`src/rtl/alu_ctrl_pkg.sv`:
```
// Shared encodings for the registered ALU control decoder: ALUOp, funct, control codes, FSM states.
package alu_ctrl_pkg;

    localparam int unsigned ALUOP_BASE_W = 2;
    localparam int unsigned FUNCT_BASE_W = 6;
    localparam int unsigned CTRL_BASE_W  = 4;

    localparam logic [ALUOP_BASE_W-1:0] ALUOP_ADD   = 2'b00;
    localparam logic [ALUOP_BASE_W-1:0] ALUOP_SUB   = 2'b01;
    localparam logic [ALUOP_BASE_W-1:0] ALUOP_RTYPE = 2'b10;

    localparam logic [FUNCT_BASE_W-1:0] FUNCT_SLL   = 6'h00;
    localparam logic [FUNCT_BASE_W-1:0] FUNCT_SRL   = 6'h02;
    localparam logic [FUNCT_BASE_W-1:0] FUNCT_SRA   = 6'h03;
    localparam logic [FUNCT_BASE_W-1:0] FUNCT_MFHI  = 6'h10;
    localparam logic [FUNCT_BASE_W-1:0] FUNCT_MFLO  = 6'h12;
    localparam logic [FUNCT_BASE_W-1:0] FUNCT_MULT  = 6'h18;
    localparam logic [FUNCT_BASE_W-1:0] FUNCT_MULTU = 6'h19;
    localparam logic [FUNCT_BASE_W-1:0] FUNCT_DIV   = 6'h1A;
    localparam logic [FUNCT_BASE_W-1:0] FUNCT_DIVU  = 6'h1B;
    localparam logic [FUNCT_BASE_W-1:0] FUNCT_ADD   = 6'h20;
    localparam logic [FUNCT_BASE_W-1:0] FUNCT_ADDU  = 6'h21;
    localparam logic [FUNCT_BASE_W-1:0] FUNCT_SUB   = 6'h22;
    localparam logic [FUNCT_BASE_W-1:0] FUNCT_SUBU  = 6'h23;
    localparam logic [FUNCT_BASE_W-1:0] FUNCT_AND   = 6'h24;
    localparam logic [FUNCT_BASE_W-1:0] FUNCT_OR    = 6'h25;
    localparam logic [FUNCT_BASE_W-1:0] FUNCT_XOR   = 6'h26;
    localparam logic [FUNCT_BASE_W-1:0] FUNCT_NOR   = 6'h27;
    localparam logic [FUNCT_BASE_W-1:0] FUNCT_SLT   = 6'h2A;
    localparam logic [FUNCT_BASE_W-1:0] FUNCT_SLTU  = 6'h2B;

    localparam logic [CTRL_BASE_W-1:0] CTRL_AND     = 4'h0;
    localparam logic [CTRL_BASE_W-1:0] CTRL_OR      = 4'h1;
    localparam logic [CTRL_BASE_W-1:0] CTRL_ADD     = 4'h2;
    localparam logic [CTRL_BASE_W-1:0] CTRL_XOR     = 4'h3;
    localparam logic [CTRL_BASE_W-1:0] CTRL_MFHI    = 4'h4;
    localparam logic [CTRL_BASE_W-1:0] CTRL_MFLO    = 4'h5;
    localparam logic [CTRL_BASE_W-1:0] CTRL_SUB     = 4'h6;
    localparam logic [CTRL_BASE_W-1:0] CTRL_SLT     = 4'h7;
    localparam logic [CTRL_BASE_W-1:0] CTRL_SLL     = 4'h8;
    localparam logic [CTRL_BASE_W-1:0] CTRL_SRL     = 4'h9;
    localparam logic [CTRL_BASE_W-1:0] CTRL_SRA     = 4'hA;
    localparam logic [CTRL_BASE_W-1:0] CTRL_SLTU    = 4'hB;
    localparam logic [CTRL_BASE_W-1:0] CTRL_NOR     = 4'hC;
    localparam logic [CTRL_BASE_W-1:0] CTRL_MUL     = 4'hD;
    localparam logic [CTRL_BASE_W-1:0] CTRL_DIV     = 4'hE;
    localparam logic [CTRL_BASE_W-1:0] CTRL_ILLEGAL = 4'hF;

    typedef enum logic [0:0] {
        ST_IDLE = 1'b0,
        ST_BUSY = 1'b1
    } state_t;

endpackage

```
`src/rtl/alu_funct_decode.sv`:
```
// Combinational ALUOp/funct decode into a 4-bit ALU control code plus multi-cycle op flags.
module alu_funct_decode
    import alu_ctrl_pkg::*;
#(
    parameter int unsigned ALUOP_W = 2,
    parameter int unsigned FUNCT_W = 6
) (
    input  logic [ALUOP_W-1:0]     alu_op,
    input  logic [FUNCT_W-1:0]     funct,
    output logic [CTRL_BASE_W-1:0] control,
    output logic                   illegal,
    output logic                   is_mul,
    output logic                   is_div
);

    logic                    op_hi_zero;
    logic                    funct_hi_zero;
    logic [ALUOP_BASE_W-1:0] op_lo;
    logic [FUNCT_BASE_W-1:0] funct_lo;
    logic [CTRL_BASE_W-1:0]  code;

    // Bits above the architected field widths must be zero for a legal request.
    assign op_hi_zero    = ((alu_op >> ALUOP_BASE_W) == '0);
    assign funct_hi_zero = ((funct >> FUNCT_BASE_W) == '0);
    assign op_lo         = ALUOP_BASE_W'(alu_op);
    assign funct_lo      = FUNCT_BASE_W'(funct);

    always_comb begin
        code = CTRL_ILLEGAL;
        if (op_hi_zero) begin
            case (op_lo)
                ALUOP_ADD: code = CTRL_ADD;
                ALUOP_SUB: code = CTRL_SUB;
                ALUOP_RTYPE: begin
                    if (funct_hi_zero) begin
                        case (funct_lo)
                            FUNCT_ADD,  FUNCT_ADDU:  code = CTRL_ADD;
                            FUNCT_SUB,  FUNCT_SUBU:  code = CTRL_SUB;
                            FUNCT_AND:               code = CTRL_AND;
                            FUNCT_OR:                code = CTRL_OR;
                            FUNCT_XOR:               code = CTRL_XOR;
                            FUNCT_NOR:               code = CTRL_NOR;
                            FUNCT_SLT:               code = CTRL_SLT;
                            FUNCT_SLTU:              code = CTRL_SLTU;
                            FUNCT_SLL:               code = CTRL_SLL;
                            FUNCT_SRL:               code = CTRL_SRL;
                            FUNCT_SRA:               code = CTRL_SRA;
                            FUNCT_MFHI:              code = CTRL_MFHI;
                            FUNCT_MFLO:              code = CTRL_MFLO;
                            FUNCT_MULT, FUNCT_MULTU: code = CTRL_MUL;
                            FUNCT_DIV,  FUNCT_DIVU:  code = CTRL_DIV;
                            default:                 code = CTRL_ILLEGAL;
                        endcase
                    end
                end
                default: code = CTRL_ILLEGAL;
            endcase
        end
    end

    // The illegal code is never produced by a legal decode, so it doubles as the flag.
    assign control = code;
    assign illegal = (code == CTRL_ILLEGAL);
    assign is_mul  = (code == CTRL_MUL);
    assign is_div  = (code == CTRL_DIV);

endmodule

```
`src/rtl/alu_control_seq.sv`:
```
// Registered ALU control decoder with valid/ready issue and MULT/DIV busy sequencing.
module alu_control_seq
    import alu_ctrl_pkg::*;
#(
    parameter int unsigned ALUOP_W    = 2,
    parameter int unsigned FUNCT_W    = 6,
    parameter int unsigned CTRL_W     = 4,
    parameter int unsigned MUL_CYCLES = 4,
    parameter int unsigned DIV_CYCLES = 8
) (
    input  logic               clk,
    input  logic               rst,
    input  logic               flush,
    input  logic               in_valid,
    output logic               in_ready,
    input  logic [ALUOP_W-1:0] alu_op,
    input  logic [FUNCT_W-1:0] funct,
    output logic               out_valid,
    output logic [CTRL_W-1:0]  control,
    output logic               illegal,
    output logic               busy,
    output logic               hilo_we
);

    localparam int unsigned MAX_CYCLES = (MUL_CYCLES > DIV_CYCLES) ? MUL_CYCLES : DIV_CYCLES;
    localparam int unsigned CNT_W      = $clog2(MAX_CYCLES);

    state_t                 state_q, state_d;
    logic [CNT_W-1:0]       cnt_q, cnt_d;
    logic                   out_valid_q, out_valid_d;
    logic [CTRL_W-1:0]      control_q, control_d;
    logic                   illegal_q, illegal_d;
    logic                   hilo_we_q, hilo_we_d;

    logic [CTRL_BASE_W-1:0] dec_control;
    logic                   dec_illegal;
    logic                   dec_is_mul;
    logic                   dec_is_div;
    logic                   accept;

    alu_funct_decode #(
        .ALUOP_W (ALUOP_W),
        .FUNCT_W (FUNCT_W)
    ) u_decode (
        .alu_op  (alu_op),
        .funct   (funct),
        .control (dec_control),
        .illegal (dec_illegal),
        .is_mul  (dec_is_mul),
        .is_div  (dec_is_div)
    );

    assign in_ready = (state_q == ST_IDLE);
    assign accept   = in_valid & in_ready & ~flush;

    // Next-state, counter and output register update.
    always_comb begin
        state_d     = state_q;
        cnt_d       = cnt_q;
        out_valid_d = 1'b0;
        hilo_we_d   = 1'b0;
        control_d   = control_q;
        illegal_d   = illegal_q;

        if (flush) begin
            state_d = ST_IDLE;
            cnt_d   = '0;
        end else begin
            case (state_q)
                ST_IDLE: begin
                    if (accept) begin
                        out_valid_d = 1'b1;
                        control_d   = CTRL_W'(dec_control);
                        illegal_d   = dec_illegal;
                        if (dec_is_mul) begin
                            state_d = ST_BUSY;
                            cnt_d   = CNT_W'(MUL_CYCLES - 1);
                        end else if (dec_is_div) begin
                            state_d = ST_BUSY;
                            cnt_d   = CNT_W'(DIV_CYCLES - 1);
                        end
                    end
                end
                ST_BUSY: begin
                    if (cnt_q == '0) begin
                        state_d   = ST_IDLE;
                        hilo_we_d = 1'b1;
                    end else begin
                        cnt_d = cnt_q - CNT_W'(1);
                    end
                end
                default: begin
                    state_d = ST_IDLE;
                    cnt_d   = '0;
                end
            endcase
        end
    end

    always_ff @(posedge clk or negedge rst) begin
        if (!rst) begin
            state_q     <= ST_IDLE;
            cnt_q       <= '0;
            out_valid_q <= 1'b0;
            control_q   <= '0;
            illegal_q   <= 1'b0;
            hilo_we_q   <= 1'b0;
        end else begin
            state_q     <= state_d;
            cnt_q       <= cnt_d;
            out_valid_q <= out_valid_d;
            control_q   <= control_d;
            illegal_q   <= illegal_d;
            hilo_we_q   <= hilo_we_d;
        end
    end

    assign out_valid = out_valid_q;
    assign control   = control_q;
    assign illegal   = illegal_q;
    assign busy      = (state_q == ST_BUSY);
    assign hilo_we   = hilo_we_q;

endmodule

```
`config.mk`:
```
export PLATFORM = sky130hd
export DESIGN_NAME = alu_control_seq
export DESIGN_NICKNAME = d
export VERILOG_FILES = /design/src/rtl/alu_ctrl_pkg.sv /design/src/rtl/alu_funct_decode.sv /design/src/rtl/alu_control_seq.sv
export SDC_FILE = /design/constraint.sdc
export NUM_CORES = 1
export LEC_CHECK = 0
export ABC_AREA = 0
export BUFFER_PORTS_ARGS = -buffer_cell sky130_fd_sc_hd__buf_2
export CORE_MARGIN = 2
export CORE_UTILIZATION = 55
export CTS_CLUSTER_SIZE = 10
export DETAILED_ROUTE_END_ITERATION = 7
export PLACE_DENSITY = 0.9
export SLEW_MARGIN = 25
export SYNTH_ARGS = -nofsm -noshare
export SYNTH_HDL_FRONTEND = slang
export SYNTH_HIERARCHICAL = 1
export SYNTH_SLANG_ARGS = --single-unit
```
`constraint.sdc`:
```
create_clock -name clk -period 2.21 [get_ports clk]
set_input_delay 0.221 -clock clk [delete_from_list [all_inputs] [get_ports clk]]
set_output_delay 0.221 -clock clk [all_outputs]
set_load 0.01 [all_outputs]
```
==> results by group <==
Setup path
  – Worst setup path class: input port to flip-flop
  – CP Launch Type: input port
  – CP Max Fanout: 4
  – Crit path to: cnt_q[1]$_DFFE_PN0P_
  – FF-to-FF path depth: 6
  – Worst EP arrival: 2250 ps
  – Worst Setup SP: funct[1]
  – Worst reg2reg setup slack: 630 ps
  – Endpoint class of the critical path: flip-flop
  – RR Endpoint: cnt_q[1]$_DFFE_PN0P_
  – Origin of the critical flop-to-flop path: cnt_q[0]$_DFFE_PN0P_
  – Required time of the critical path: 2370 ps

Power
  – Peak VDD IR: 409 µV
  – Comb power frac: 30.1%
  – Lkg Pwr: 0.548 nW
  – Pwr dens: 493 mW/mm²
  – Clk pwr share: 25.7%
  – Sequential share of power: 44.3%
  – Pint: 375 µW
  – Switching share of total power: 29.5%
  – NetSw: 157 µW
  – Total Power: 532 µW

Timing
  – Worst-Margin Slew: 377 ps
  – Final hold viol count: 0
  – Minimum hold slack: 145 ps
  – Unrepaired setup endpoints after global routing: false
  – Min Clock Period, post-route: 2090 ps
  – Slew margin rel.: 74.6%
  – Final setup vio count: 0
  – Max Fclk: 478 MHz
  – Slew Viols, Final: 0
  – Final Skew: 1.80 ps
  – PnR worst setup slack: 117 ps
  – Final Cycle Share: 94.7%

Synthesis
  – Post-synthesis cell type count: 38
  – Syn_nets: 104
  – Sequential fraction of the synthesis area: 31.4%
  – Mapped Avg Cell Area: 10.4 µm²
  – Post-Syn Instances: 84
  – FF+latch count, synth: 11
  – Cell Area, Synth: 877 µm²
  – Ys Warns: 6

Routing
  – Wire length per cell: 14.9 µm
  – Final wirelength: 1970 µm
  – Residual DRC: 0
  – Antenna Nets Post-Route: 0
  – Vias post-DR: 757
  – Vias/cell: 5.73
  – DR iter-0 viols: 17
  – Pre-Repair DR Iteration Count: 4

GRT
  – Total gr overflow: 0
  – Initial antenna violation count: 0
  – Largest net degree at the start of global routing: 12
  – GRT Total Usage: 25.0%
  – Vias in the first global route: 784
  – First-pass GRT wire length: 3510 µm

Finish
  – Most frequent cells in the layout: buf_2, dfrtp_1, inv_1, buf_4, ha_1
  – Non-Filler Instances: 132
  – Most common cell after layout, fill and taps aside: buf_2
  – Area Overhead vs Synth: 23.0%
  – Ant diodes: 0
  – Layout cells sized above 1: 44.8%
  – Final #Nets: 137

Placed design
  – Dpl hpwl: 1580 µm
  – Placed cells: 127
  – IO buf count: 20
  – GPL Wtd Cong: 0.817
  – Setup Slack @ Placement: -203 ps

Worst hold path
  – Hold Crit Class: input port to flip-flop
  – Hold path depth: 2

Clock tree
  – Clk sink count: 11
  – Worst-path clk slew: 70 ps
  – H-tree levels: 1
  – Post-CTS setup buffers: 0
  – Worst-Skew Late Latency: 270 ps
  – Clock Path Buffers: 2
  – Cts bufs inserted: 3
  – CTS root buffer: clkbuf_4
  – CTS tree: built

Floorplanning
  – Die area: 0.00193 mm²
  – Die width: 43.9 µm
  – Row Count: 14
  – Die height: 43.9 µm
  – Initial Utilization: 58.2%
  – Io pins: 21
  – Core area: 0.00151 mm²

Status
  – Outcome: complete, no violations

Job
  – Max_cap viols: 0
## per-stage QoR
| step | cell area (µm²) | TNS (ps) | util, % |
|---|---|---|---|
| after global routing | 1080 | 0 | 71.6 |
| after CTS | 1080 | 0 | 71.6 |
| after global placement | 1040 | -164 | 69.2 |
| after detailed placement | 1040 | -584 | 69.2 |
| final | 1080 | 0 | 71.6 |
| after floorplan | 877 | 0 | - |
## synth_stat cells, drive strengths merged
master	count	share of area, %
a21o	1	1.0
a31o	1	1.0
o21ai	3	1.7
inv	12	5.1
nand3	2	1.1
nor2	6	2.6
dfrtp	11	31
buf	3	3.4
nand2b	1	0.71
or3	2	1.4
nor4b	1	1.7
mux2i	2	2.3
a21boi	1	2.1
o211ai	1	1.4
nand2	2	0.86
and3b	1	1.0
nor4	1	1.4
and2	1	0.71
o2111ai	1	1.0
a21oi	3	1.7
mux2	8	12
o21a	1	0.86
o22a	1	1.0
and3	2	2.1
ha	8	11
nand4	1	0.71
o21bai	1	0.86
a41o	1	1.1
maj3	1	1.3
o311ai	1	1.0
a211o	1	1.0
nor4bb	1	1.9
nor3	1	0.57
## critical path: stages
cell and delay, ps:
buf_2 120, inv_1 70, ha_1 290, maj3_2 320
o22a_1 220, nor4b_2 280, o21ai_1 150, o211ai_2 230
mux2_2 360
## registers in the layout, summed over array words and instances (netlist names)
register / cells
hilo_we: 1
busy: 1
control: 4
cnt_q: 3
out_valid: 1
illegal: 1
## layout make-up
cell class / count / area, µm²
Timing Repair Buffer: 31 / 185
Sequential cell: 11 / 275
Fill cell: 114 / 428
Inverter: 12 / 45.0
Multi-Input combinational cell: 58 / 527
Tap cell: 16 / 20.0
Clock buffer: 4 / 26.3
## power by group through the flow
stage          registers (mW)  clock network (mW)  logic, mW
6_report                0.236               0.137      0.160
5_1_grt                 0.238               0.150      0.176
4_1_cts                 0.236               0.143      0.160
3_5_place_dp            0.240                   0      0.158
3_3_place_gp            0.237                   0      0.146
2_1_floorplan           0.244                   0     0.0870
## worst min path at each step
stage / endpoint / slack (ps) / from
2_1_floorplan: busy$_DFF_PN0_ / -70 / rst
3_3_place_gp: control[3]$_DFFE_PN0P_ / 90 / rst
6_report: busy$_DFF_PN0_ / 150 / flush
5_1_grt: busy$_DFF_PN0_ / 150 / flush
3_5_place_dp: control[0]$_DFFE_PN0P_ / 100 / rst
4_1_cts: busy$_DFF_PN0_ / 130 / flush
## cell families after synthesis
| group | synth area share, % |
|---|---|
| mux | 14.7 |
| fa+ha+maj | 12.7 |
| buf+inv | 8.56 |
| simple gates | 16.8 |
| compound gates | 15.8 |
| flops | 31.4 |
## layer usage
metal	routed length [µm]	vias to the layer above	global-route usage, %
met3	101	2	8.75
li1	-	362	-
met1	761	364	26.6
met5	0	-	0
met2	1100	29	45.0
met4	12	0	9.09
## what timing repair did
item,4_1_cts,5_1_grt
hold buffers,1,0
endpoints found under the hold margin,11,0
setup endpoints to repair,0,3
gates resized for setup,0,1
Note: power is estimated with default switching activity, not from simulation.
